===== config.mk =====
export PLATFORM = sky130hd
export DESIGN_NAME = innings_scorekeeper
export DESIGN_NICKNAME = d
export VERILOG_FILES = /design/src/rtl/innings_scorekeeper.sv
export SDC_FILE = /design/constraint.sdc
export NUM_CORES = 1
export LEC_CHECK = 0
export CELL_PAD_IN_SITES_DETAIL_PLACEMENT = 0
export CELL_PAD_IN_SITES_GLOBAL_PLACEMENT = 1
export CORE_MARGIN = 2
export CORE_UTILIZATION = 43
export DETAILED_ROUTE_END_ITERATION = 10
export PLACE_DENSITY = 0.95
export SLEW_MARGIN = 20
export SYNTH_ARGS = -nofsm -noshare
export SYNTH_HDL_FRONTEND = slang
export SYNTH_SLANG_ARGS = --single-unit
export TNS_END_PERCENT = 30

===== constraint.sdc =====
create_clock -name clk_fpga -period 4.1 [get_ports clk_fpga]
set_input_delay 0.82 -clock clk_fpga [delete_from_list [all_inputs] [get_ports clk_fpga]]
set_output_delay 0.82 -clock clk_fpga [all_outputs]
set_load 0.005 [all_outputs]

===== src/rtl/innings_scorekeeper.sv =====
// innings_scorekeeper
// Per-ball scoring engine for the cricket game.
// Keeps runs, wickets and legal balls for both teams.
// Sequences innings 1, changeover, innings 2 and done.
// Supports a one-level undo that never crosses an innings.
module innings_scorekeeper (
    input  logic        clk_fpga,
    input  logic        reset,
    input  logic        ball_valid,
    input  logic [3:0]  outcome,
    input  logic        next_inning,
    input  logic        gameOver,
    output logic [11:0] team1Data,
    output logic [11:0] team2Data,
    output logic [6:0]  team1Balls,
    output logic [6:0]  team2Balls,
    output logic [3:0]  wickets,
    output logic [7:0]  balls,
    output logic        battingTeam,
    output logic        event_ack,
    output logic        event_rej
);

    typedef enum logic [1:0] {INN1, CHG, INN2, DONE} state_t;

    localparam logic [3:0] MAX_WICKETS = 4'd10;
    localparam logic [6:0] MAX_BALLS   = 7'd120;

    state_t     state, state_nxt;
    logic [7:0] t1_runs, t2_runs, t1_runs_nxt, t2_runs_nxt;
    logic [3:0] t1_wkts, t2_wkts, t1_wkts_nxt, t2_wkts_nxt;
    logic [6:0] t1_balls, t2_balls, t1_balls_nxt, t2_balls_nxt;
    logic [7:0] snap_runs, snap_runs_nxt;
    logic [3:0] snap_wkts, snap_wkts_nxt;
    logic [6:0] snap_balls, snap_balls_nxt;
    logic       undo_ok, undo_ok_nxt;
    logic       batting_nxt, ack_nxt, rej_nxt;
    logic [3:0] wickets_nxt;
    logic [7:0] balls_nxt;

    logic       sel_t2;
    logic       at_limit;
    logic [7:0] cur_runs, new_runs, sat_runs;
    logic [3:0] cur_wkts, new_wkts;
    logic [6:0] cur_balls, new_balls;
    logic [3:0] add_runs;
    logic [8:0] run_sum;
    logic       write_team;

    // Next-state logic: innings sequencing, event application, undo and limits.
    always_comb begin
        state_nxt      = state;
        t1_runs_nxt    = t1_runs;
        t1_wkts_nxt    = t1_wkts;
        t1_balls_nxt   = t1_balls;
        t2_runs_nxt    = t2_runs;
        t2_wkts_nxt    = t2_wkts;
        t2_balls_nxt   = t2_balls;
        snap_runs_nxt  = snap_runs;
        snap_wkts_nxt  = snap_wkts;
        snap_balls_nxt = snap_balls;
        undo_ok_nxt    = undo_ok;
        batting_nxt    = battingTeam;
        ack_nxt        = 1'b0;
        rej_nxt        = 1'b0;
        write_team     = 1'b0;

        // Team 2 is the scoring target everywhere except innings 1.
        sel_t2    = (state != INN1);
        cur_runs  = sel_t2 ? t2_runs  : t1_runs;
        cur_wkts  = sel_t2 ? t2_wkts  : t1_wkts;
        cur_balls = sel_t2 ? t2_balls : t1_balls;
        at_limit  = (cur_wkts == MAX_WICKETS) || (cur_balls == MAX_BALLS);

        if (outcome <= 4'd6) begin
            add_runs = outcome;
        end else if ((outcome == 4'd8) || (outcome == 4'd9)) begin
            add_runs = 4'd1;
        end else begin
            add_runs = 4'd0;
        end
        run_sum  = {1'b0, cur_runs} + {5'd0, add_runs};
        sat_runs = run_sum[8] ? 8'hFF : run_sum[7:0];

        new_runs  = cur_runs;
        new_wkts  = cur_wkts;
        new_balls = cur_balls;

        if (gameOver) begin
            state_nxt   = DONE;
            undo_ok_nxt = 1'b0;
            rej_nxt     = ball_valid;
        end else begin
            case (state)
                INN1, INN2: begin
                    if ((state == INN1) && at_limit) begin
                        state_nxt   = CHG;
                        undo_ok_nxt = 1'b0;
                        rej_nxt     = ball_valid;
                    end else if (ball_valid) begin
                        if (at_limit) begin
                            rej_nxt = 1'b1;
                        end else if (outcome <= 4'd9) begin
                            snap_runs_nxt  = cur_runs;
                            snap_wkts_nxt  = cur_wkts;
                            snap_balls_nxt = cur_balls;
                            undo_ok_nxt    = 1'b1;
                            write_team     = 1'b1;
                            ack_nxt        = 1'b1;
                            new_runs       = sat_runs;
                            if (outcome <= 4'd7) begin
                                new_balls = cur_balls + 7'd1;
                            end
                            if (outcome == 4'd7) begin
                                new_wkts = cur_wkts + 4'd1;
                            end
                        end else if ((outcome == 4'd10) && undo_ok) begin
                            new_runs    = snap_runs;
                            new_wkts    = snap_wkts;
                            new_balls   = snap_balls;
                            undo_ok_nxt = 1'b0;
                            write_team  = 1'b1;
                            ack_nxt     = 1'b1;
                        end else begin
                            rej_nxt = 1'b1;
                        end
                    end
                end
                CHG: begin
                    if (next_inning) begin
                        state_nxt   = INN2;
                        undo_ok_nxt = 1'b0;
                        batting_nxt = 1'b1;
                    end
                    rej_nxt = ball_valid;
                end
                default: begin
                    rej_nxt = ball_valid;
                end
            endcase
        end

        if (write_team) begin
            if (sel_t2) begin
                t2_runs_nxt  = new_runs;
                t2_wkts_nxt  = new_wkts;
                t2_balls_nxt = new_balls;
            end else begin
                t1_runs_nxt  = new_runs;
                t1_wkts_nxt  = new_wkts;
                t1_balls_nxt = new_balls;
            end
        end

        wickets_nxt = (state_nxt == INN1) ? t1_wkts_nxt : t2_wkts_nxt;
        balls_nxt   = {1'b0, ((state_nxt == INN1) ? t1_balls_nxt : t2_balls_nxt)};
    end

    // State, counter and output registers; reset wins over every other input.
    always_ff @(posedge clk_fpga) begin
        if (reset) begin
            state       <= INN1;
            t1_runs     <= 8'd0;
            t1_wkts     <= 4'd0;
            t1_balls    <= 7'd0;
            t2_runs     <= 8'd0;
            t2_wkts     <= 4'd0;
            t2_balls    <= 7'd0;
            snap_runs   <= 8'd0;
            snap_wkts   <= 4'd0;
            snap_balls  <= 7'd0;
            undo_ok     <= 1'b0;
            battingTeam <= 1'b0;
            event_ack   <= 1'b0;
            event_rej   <= 1'b0;
            wickets     <= 4'd0;
            balls       <= 8'd0;
        end else begin
            state       <= state_nxt;
            t1_runs     <= t1_runs_nxt;
            t1_wkts     <= t1_wkts_nxt;
            t1_balls    <= t1_balls_nxt;
            t2_runs     <= t2_runs_nxt;
            t2_wkts     <= t2_wkts_nxt;
            t2_balls    <= t2_balls_nxt;
            snap_runs   <= snap_runs_nxt;
            snap_wkts   <= snap_wkts_nxt;
            snap_balls  <= snap_balls_nxt;
            undo_ok     <= undo_ok_nxt;
            battingTeam <= batting_nxt;
            event_ack   <= ack_nxt;
            event_rej   <= rej_nxt;
            wickets     <= wickets_nxt;
            balls       <= balls_nxt;
        end
    end

    assign team1Data  = {t1_runs, t1_wkts};
    assign team2Data  = {t2_runs, t2_wkts};
    assign team1Balls = t1_balls;
    assign team2Balls = t2_balls;

endmodule


**After elaboration in Yosys (flattened, before gate mapping)**

Index checks and enable logic that the tools add are counted.

- Muxes and demuxes: 64
- Order comparisons: 3
- Equal/unequal tests: 12
- Reduce and logical (&&, ||, !) cells: 15
- Add/sub/neg operators: 3
- Bitwise logic cells: 4

Operators by type and width:

| kind | count |
|---|---|
| 2-to-1 mux 7 bit | 14 |
| 2-to-1 mux 8 bit | 9 |
| 2-to-1 mux 4 bit | 15 |
| 2-to-1 mux 1 bit | 21 |
| == test 4 bit, second input constant | 4 |
| adder 8 x 4 -> 9 bit | 1 |
| less-or-equal comparator 4 x 3 -> 1 bit, second input constant | 2 |
| adder 7 x 1 -> 7 bit, second input constant | 1 |
| == test 7 bit, second input constant | 1 |
| 2-to-1 mux 2 bit | 3 |
| inequality test 3 bit, second input constant | 2 |
| AND reduction 6 bit | 1 |
| AND reduction 5 bit | 1 |
| adder 4 x 1 -> 4 bit, second input constant | 1 |
| == test 4 x 3 -> 1 bit, second input constant | 1 |
| less-or-equal comparator 4 bit, second input constant | 1 |
| logical NOT 2 bit | 2 |
| inequality test 4 bit, second input constant | 1 |
| NOT 1 bit | 4 |
| case mux 2 bit (2 select lines) | 1 |
| AND reduction 2 bit | 2 |
| nonzero test 2 bit | 2 |
| OR reduction 2 bit | 2 |
| AND reduction 3 bit | 1 |
| other kinds (6) | 8 |

- Input bits: 9
- Output and inout port bits: 53
- Bits in registers: 75
- Logic and storage cells: 118

**Longest topological paths before layout**

Gate-level depths: netlist of the first run.

- Depth in word-level cells: 13
- Gate-level depth with buffers: 14
- Mapped depth without buffers: 12

**Worst setup path after synthesis of the first run**

Ideal clock, no wire load.

- Kind: input to register
- From: input port outcome[3]
- To: register t1_runs[5]
- Stages on the path: 12
- Setup time: 0.138 ns
- Data arrival time: 2.861 ns
- Slack: 1.101 ns
- Cells stage by stage: clkbuf_1 -> inv_1 -> nand2_1 -> a22o_1 -> nor2_1 -> ha_1 -> fa_1 -> nand3_1 -> a22oi_1 -> nor3b_1 -> o311ai_0 -> a31oi_1

- Longest elaborated chain between the ends: 12
- Elaborated cells on any way between the ends: 26
- Those cells by class: add/sub (1); order compare (2); eq/ne (3); mux (17); reduce/logical (3)

Ends and longest elaborated chain:

| element | RTL line | source |
|---|---|---|
| start, declared | 10 | `input logic [3:0] outcome,` |
| == test 4 bit | 77 | `end else if ((outcome == 4'd8) \|\| (outcome == 4'd9)) begin` |
| logical OR 1 bit | 77 |  |
| 2-to-1 mux 1 bit | 77 |  |
| 2-to-1 mux 4 bit | 75 | `if (outcome <= 4'd6) begin` |
| adder 8 x 4 -> 9 bit | 82 | `run_sum = {1'b0, cur_runs} + {5'd0, add_runs};` |
| 2-to-1 mux 8 bit | 83 | `sat_runs = run_sum[8] ? 8'hFF : run_sum[7:0];` |
| 2-to-1 mux 8 bit | 103 | `end else if (outcome <= 4'd9) begin` |
| 2-to-1 mux 8 bit | 101 | `if (at_limit) begin` |
| 2-to-1 mux 8 bit | 100 | `end else if (ball_valid) begin` |
| 2-to-1 mux 8 bit | 96 | `if ((state == INN1) && at_limit) begin` |
| 2-to-1 mux 8 bit | 94 | `case (state)` |
| 2-to-1 mux 8 bit | 89 | `if (gameOver) begin` |
| end signal, assigned | 180 | `t1_runs <= t1_runs_nxt;` |
| end, declared | 30 | `logic [7:0] t1_runs, t2_runs, t1_runs_nxt, t2_runs_nxt;` |

Several ways; a longest one is shown, not always the timed one.
A chain may end at the register's enable or synchronous reset.

**Worst setup path in the final report of the first run**

- From: register state[0]
- To: register t1_runs[5]

- Longest elaborated chain between the ends: 10
- Elaborated cells on any way between the ends: 27
- Those cells by class: add/sub (1); eq/ne (3); mux (16); bitwise (1); reduce/logical (6)

Ends and longest elaborated chain:

| element | RTL line | source |
|---|---|---|
| start, declared | 29 | `state_t state, state_nxt;` |
| start signal, assigned | 179 | `state <= state_nxt;` |
| nonzero test 2 bit | 69 | `sel_t2 = (state != INN1);` |
| 2-to-1 mux 8 bit | 70 | `cur_runs = sel_t2 ? t2_runs : t1_runs;` |
| named net cur_runs[0] | 43 | `logic [7:0] cur_runs, new_runs, sat_runs;` |
| adder 8 x 4 -> 9 bit | 82 |  |
| 2-to-1 mux 8 bit | 83 |  |
| 2-to-1 mux 8 bit | 103 |  |
| 2-to-1 mux 8 bit | 101 |  |
| 2-to-1 mux 8 bit | 100 |  |
| 2-to-1 mux 8 bit | 96 |  |
| 2-to-1 mux 8 bit | 94 |  |
| 2-to-1 mux 8 bit | 89 |  |

The timed path passes the listed nets, and every way through them passes these cells.

==> results.yml, run 1 <==
clock_network:
  ctsHtreeMaxLevel: 3
  cts_tree: "yes"
  post_cts_resized: 0
  cts_setup_buffers: 0
  cts.reportedPaths.clkPinSlew_ps: 80
  clockRootBuffer: "clkbuf_8"
  cts_buffer_depth: 2
  cts.sinks: 74
  postCtsHoldBufs: 0
  cts_buffers: 9
  clkLatencyLatePin_ps: 370
timing:
  timing.fmax_mhz: 262.8
  clock_skew_ps: 8.724
  finalHoldViolCount: 0
  rsz0062_at_grt: "false"
  setup_violations: 0
  period_share: 0.9280
  fin_setup_tns_ps: 0
  fin_crit_ps: 3805
  maxSlewHeadroom: 0.4974
  worst_pin_slew_ps: 752.9
  fin_hold_ws_ps: 461.3
  slew_viol_final: 0
finish:
  nets: 550
  diodes: 0
  multi_input_area_um2: 2261
  flow.area_growth_from_synthesis_pct: 22.75
  register_area_um2: 1481
  final_layout_size_suffix_gt1_frac: 0.09142
  postLayoutCellArea_um2: 4840
  nFillCells: 806
  finalNonFillerCells: 644
min_path:
  hold_depth: 2
  hold_path_end: "snap_balls[3]$_SDFFE_PP0P_"
  hold_start: "snap_balls[3]$_SDFFE_PP0P_"
  min_path_type: "reg -> reg"
worst_setup_path:
  worstPathCellList: "or2_1, buf_4, nand2_1, nand2_1, ha_1, fa_1, nand3_1, a22oi_1, nor3b_1, o311ai_0, a31oi_1"
  crit_path_top_delay_cell: "dfxtp_1"
  worstRegToRegCells: 11
  r2r_end: "t1_runs[5]$_SDFFE_PP0P_"
  arrival_ps: 4100
  crit_fanout: 19
  worst_path_most_repeated_cell: "nand2_1"
  crit_required_ps: 4390
  cp_slowest_stage_delay_ps: 810
  r2r_setup_slack_ps: 300
  startpoint_type: "register"
  endpoint_kind: "register"
  critPathKind: "reg -> reg"
  reg2reg_from: "state[0]$_SDFF_PP0_"
place:
  port_buffers: 60
  gp_congestion: 0.9947
  placed_cells: 629
  placed_cell_area_um2: 4623
  post-dp-hpwl_um: 8863
global_routing:
  antenna_found_initial: 0
  gr-total-overflow: 0
  grt_pass1_wl_um: 19810
  grt_max_degree: 28
  grt_pass1_vias: 3721
  grt_util_all_layers: 0.2547
power:
  irDropWorstVdd_mv: 0.1542
  switchingPower_uw: 432.2
  leakagePower_nw: 1.814
  power_frac_comb: 0.133
  clkPwrFrac: 0.393
  p_sw_frac: 0.2671
  seqPwrFrac: 0.474
  power_density_nw_per_um2: 334.3
  p_total_mw: 1.618
  p_int_mw: 1.186
yosys:
  async_reset_ff_frac: 0
  syn_area_per_cell_um2: 8.265
  yosysWarnings: 0
  syn_area_um2: 3943
  synth_ff_type: "dfxtp_1"
  synth_seq_area_share: 0.3758
  synth_edf_count: 0
  synthCells: 477
  ys_ff_latch: 74
  ys_types: 69
job:
  maxCapViolCount: 0
routing:
  drtIter0Drc: 560
  drt_pass1_iterations: 5
  via_count: 3972
  viasPerCell: 6.168
  ant_nets: 0
  routed_wl_um: 12330
  drc: 0
  avgRoutedWirePerCell_um: 19.14
floorplan:
  initial_core_util: 0.4477
  ios: 62
  num_rows: 34
  die_h_um: 99.76
  die_w_um: 99.76
  fp.dieArea_um2: 9951
  core_area_um2: 8806
run_status:
  status: "finished clean"
-- metal layers --
metal | global-route usage | wire length, µm | share of wire
met2 | 0.3867 | 5668 | 0.46
met1 | 0.3567 | 5181 | 0.42
met5 | 0 | 0 | 0
met4 | 0.07798 | 279 | 0.023
met3 | 0.06325 | 1196 | 0.097
-- worst max-delay path by stage --
stage / from / to / slack (ps) / cells past startpoint
detailed placement: outcome[2] / t1_runs[5]$_SDFFE_PP0P_ / 190 / 12
global route: state[0]$_SDFF_PP0_ / t1_runs[5]$_SDFFE_PP0P_ / 50 / 11
floorplan: outcome[3] / t1_runs[5]$_SDFFE_PP0P_ / 1100 / 12
global placement: outcome[2] / t2_runs[5]$_SDFFE_PP0P_ / 410 / 12
CTS: state[0]$_SDFF_PP0_ / t1_runs[5]$_SDFFE_PP0P_ / 460 / 11
finish: state[0]$_SDFF_PP0_ / t1_runs[5]$_SDFFE_PP0P_ / 300 / 11
-- flip-flops by register name, indices dropped and copies added, names as in the netlist --
| register | count |
|---|---|
| snap_runs | 8 |
| t1_runs | 8 |
| t2_runs | 8 |
| balls | 7 |
| snap_balls | 7 |
| team1Balls | 7 |
| team2Balls | 7 |
| snap_wkts | 4 |
| t1_wkts | 4 |
| t2_wkts | 4 |
| wickets | 4 |
| state | 2 |
| battingTeam | 1 |
| event_ack | 1 |
| event_rej | 1 |
| undo_ok | 1 |
-- cells in the mapped netlist, types with 3 or more instances --
cell type / n / area (µm²)
dfxtp_1: 74 / 1481
nand2_1: 64 / 240.2
nor2_1: 46 / 172.7
a21oi_1: 32 / 160.2
o21ai_0: 30 / 150.1
nand3_1: 19 / 95.09
o22ai_1: 18 / 112.6
a211oi_1: 16 / 120.1
clkbuf_1: 15 / 56.30
mux2i_1: 14 / 140.1
buf_2: 10 / 50.05
nor3_1: 10 / 50.05
a31oi_1: 9 / 56.30
inv_1: 9 / 33.78
and3_1: 8 / 50.05
ha_1: 8 / 100.1
and2_1: 4 / 25.02
nand4_1: 4 / 25.02
o211ai_1: 4 / 30.03
o32ai_1: 4 / 35.03
a21boi_0: 3 / 22.52
a21o_1: 3 / 22.52
a22o_1: 3 / 26.28
and4_1: 3 / 26.28
buf_4: 3 / 22.52
buf_6: 3 / 33.78
mux2_2: 3 / 33.78
nand4b_1: 3 / 26.28
-- cell families after synthesis --
logic type | after synthesis | share of synthesized area
multiplexers | 18 | 0.04792
flip-flops | 74 | 0.3758
AO/OA/AOI/OAI | 150 | 0.2637
other | 1 | 0.0009512
AND/OR/NAND/NOR | 182 | 0.2272
buffers and inverters | 42 | 0.05173
adder cells (fa/ha/maj) | 9 | 0.03047
XOR/XNOR | 1 | 0.002222
-- cells in the final DEF (no fill, tap or decap), types with 3 or more instances in the layout --
master,count
nand4_1,4
a21boi_0,3
and3_1,8
nor3_1,10
o22ai_1,18
inv_1,9
mux2i_1,14
clkbuf_8,10
ha_1,8
dfxtp_1,74
and4_1,3
a21o_1,3
buf_4,15
nand3_1,19
mux2_2,3
clkdlybuf4s50_1,59
o21ai_0,30
a211oi_1,16
nand4b_1,3
o32ai_1,4
a22o_1,3
a31oi_1,9
o211ai_1,4
and2_1,4
nand2_1,64
nor2_1,46
a21oi_1,32
-- per-stage QoR --
stage,setup WS (ps),utilization
final,295.2,0.5496
after global routing,47.93,0.5496
after CTS,456.8,0.5496
after detailed placement,188.8,0.5250
after global placement,413.7,0.5250
after floorplan,1101,-
-- power by group through the flow --
| stage | Sequential, mW | Clock (mW) | Combinational, mW |
|---|---|---|---|
| after floorplan | 0.774 | 0 | 0.137 |
| after detailed placement | 0.783 | 0 | 0.210 |
| final | 0.767 | 0.637 | 0.215 |
| after CTS | 0.766 | 0.646 | 0.210 |
| after global placement | 0.782 | 0 | 0.206 |
| after global routing | 0.770 | 0.677 | 0.232 |
-- final cells by class --
| cell class | count | area share |
|---|---|---|
| inverters | 10 | 0.007756 |
| clock buffers | 10 | 0.02844 |
| repair buffers | 75 | 0.1463 |
| multi-input cells | 362 | 0.4672 |
| clock inverters | 5 | 0.01629 |
| well taps | 108 | 0.02792 |
| flip-flops and latches | 74 | 0.3061 |
-- worst max-delay path, delay by kind of cell, from the launching register on --
family	cells	cell delay (ps)
buffers and inverters	1	290
adder cells (fa/ha/maj)	2	470
AND/OR/NAND/NOR	5	1350
flip-flops	1	810
AO/OA/AOI/OAI	3	780
(Power assumes the default switching activity.)
==> run 2: changes to the inputs <==
--- a/config.mk
+++ b/config.mk
@@ -7,7 +7,6 @@
 export LEC_CHECK = 0
 export CELL_PAD_IN_SITES_DETAIL_PLACEMENT = 0
 export CELL_PAD_IN_SITES_GLOBAL_PLACEMENT = 1
-export CORE_MARGIN = 2
 export CORE_UTILIZATION = 43
 export DETAILED_ROUTE_END_ITERATION = 10
 export PLACE_DENSITY = 0.95
==> run 2 against run 1 <==
  * The run now ends with DRC left
  * Design area grew 0.36%
  * Clock-buffer cell count unchanged
  * Wire length is 0.75% higher
  * Via count increased by 2.4%
  * First-iteration DRC count down 44%
  * Non-clock buffer count increased by 1
  * Clock skew fell by 3.3 ps
  * Final cell count up 0.31%
  * Global-route usage up 1.2 points
  * Flip-flop and latch count unchanged
  * Critical endpoint unchanged
  * Largest cell class unchanged
  * Largest power group unchanged
==> results.yml, run 2 (synthesized netlist as in run 1, its figures left out) <==
run_status:
  status: "finished, violations left"
  violations: "DRC"
clock_network:
  ctsHtreeMaxLevel: 3
  cts_buffer_depth: 2
  cts.reportedPaths.clkPinSlew_ps: 80
  cts_tree: "yes"
  cts.sinks: 74
  clockRootBuffer: "clkbuf_8"
  postCtsHoldBufs: 0
  post_cts_resized: 0
  clkLatencyLatePin_ps: 360
  cts_buffers: 9
  cts_setup_buffers: 0
routing:
  via_count: 4068
  drt_pass1_iterations: 10
  avgRoutedWirePerCell_um: 19.22
  ant_nets: 0
  viasPerCell: 6.297
  drtIter0Drc: 312
  routed_wl_um: 12420
  drc: 10
power:
  power_density_nw_per_um2: 336.4
  leakagePower_nw: 1.816
  irDropWorstVdd_mv: 0.2116
  p_total_mw: 1.634
worst_setup_path:
  startpoint_type: "primary input"
  arrival_ps: 3930
  critPathTopFamily: "compound AO/OA/AOI/OAI gates"
  cp_slowest_stage_delay_ps: 590
  endpoint_kind: "register"
  worstPathCellList: "clkdlybuf4s50_1, inv_1, nand2_1, a22o_1, nor2_1, ha_1, fa_1, nand3_1, a22oi_1, nor3b_1, o311ai_0, a31oi_1"
  cp_num_buf_inv: 2
  critPathKind: "in -> reg"
  crit_required_ps: 4390
  crit_fanout: 7
  crit_path_top_delay_cell: "nor3b_1"
floorplan:
  initial_core_util: 0.4477
  die_h_um: 97.76
  num_rows: 34
  core_area_um2: 8806
  fp.dieArea_um2: 9556
  die_w_um: 97.76
  ios: 62
global_routing:
  grt_util_all_layers: 0.2671
  grt-busiest-layer: "met2"
  use_met2: 0.4119
  grt_pass1_wl_um: 19960
  grt_use_met3: 0.05798
  antenna_found_initial: 0
  met1_usage: 0.3604
  grt_max_degree: 49
  grt_pass1_vias: 3838
  gr-total-overflow: 0
finish:
  flow.area_growth_from_synthesis_pct: 23.20
  diodes: 0
  final_common_cell: "dfxtp_1"
  nets: 551
  final_layout_size_suffix_gt1_frac: 0.09480
  reg.largest.list: "snap_runs x8, t1_runs x8, t2_runs x8"
  layout_common_cells: "dfxtp_1 (74), nand2_1 (64), clkdlybuf4s50_1 (59)"
timing:
  fin_setup_tns_ps: 0
  clock_skew_ps: 5.455
  period_share: 0.8871
  slew_viol_final: 0
  worst_pin_slew_ps: 901.9
  setup_violations: 0
  rsz0062_at_grt: "false"
  maxSlewHeadroom: 0.3950
  finalHoldViolCount: 0
  timing.fmax_mhz: 274.9
  fin_crit_ps: 3637
place:
  gp_congestion: 0.9097
  port_buffers: 60
  post-dp-hpwl_um: 8654
job:
  maxCapViolCount: 0
min_path:
  min_path_type: "reg -> reg"
[run 2: changes by cell type in the layout (fill, tap and decap cells not counted)]
cell / change
clkinv_4: -1
clkinv_2: -1
buf_4: +1
clkinvlp_4: +2
inv_6: +1
[run 2: area by class of cell]
cell class	instances	area (µm²)
tap	108	135.1
clock inverter	6	88.84
fill	796	3949
multi-input combinational	362	2261
clock buffer	10	137.6
sequential	74	1481
timing repair buffer	76	715.7
inverter	10	37.54
[run 2: final timing paths]
check | depth (start not counted) | from | to | slack, ps
setup / recovery | 12 | outcome[3] | t1_runs[5]$_SDFFE_PP0P_ | 460
hold / removal | 2 | snap_runs[1]$_SDFFE_PP0P_ | snap_runs[1]$_SDFFE_PP0P_ | 460
setup reg to reg | 11 | state[0]$_SDFF_PP0_ | t1_runs[5]$_SDFFE_PP0P_ | 740
hold reg to reg | 2 | snap_runs[1]$_SDFFE_PP0P_ | snap_runs[1]$_SDFFE_PP0P_ | 460
[run 2: report_power, final]
group | internal, mW | switching [mW]
combinational | 0.0905 | 0.131
sequential | 0.742 | 0.0215
clock | 0.360 | 0.289
[run 2: tightest hold or removal path, cell delays in order, from the launching register on]
cell and delay [ps]:
dfxtp_1 320, nand2_1 50, a21oi_1 50
[run 2: per-layer routing]
metal,wire [µm],vias up
li1,-,1871
met1,5480,1924
met2,5572,239
met3,991,34
met4,372,0
met5,0,-
[run 2: per-stage QoR]
stage	hold WS, ps	instances	setup WS (ps)	util	area (µm²)
after floorplan	436.4	478	1101	-	3946
after global placement	443.5	630	356.3	0.5259	4631
after detailed placement	451.0	630	210.6	0.5259	4631
after CTS	463.1	646	538.6	0.5516	4857
after global routing	487.1	646	213.4	0.5516	4857
final	462.2	646	462.9	0.5516	4857
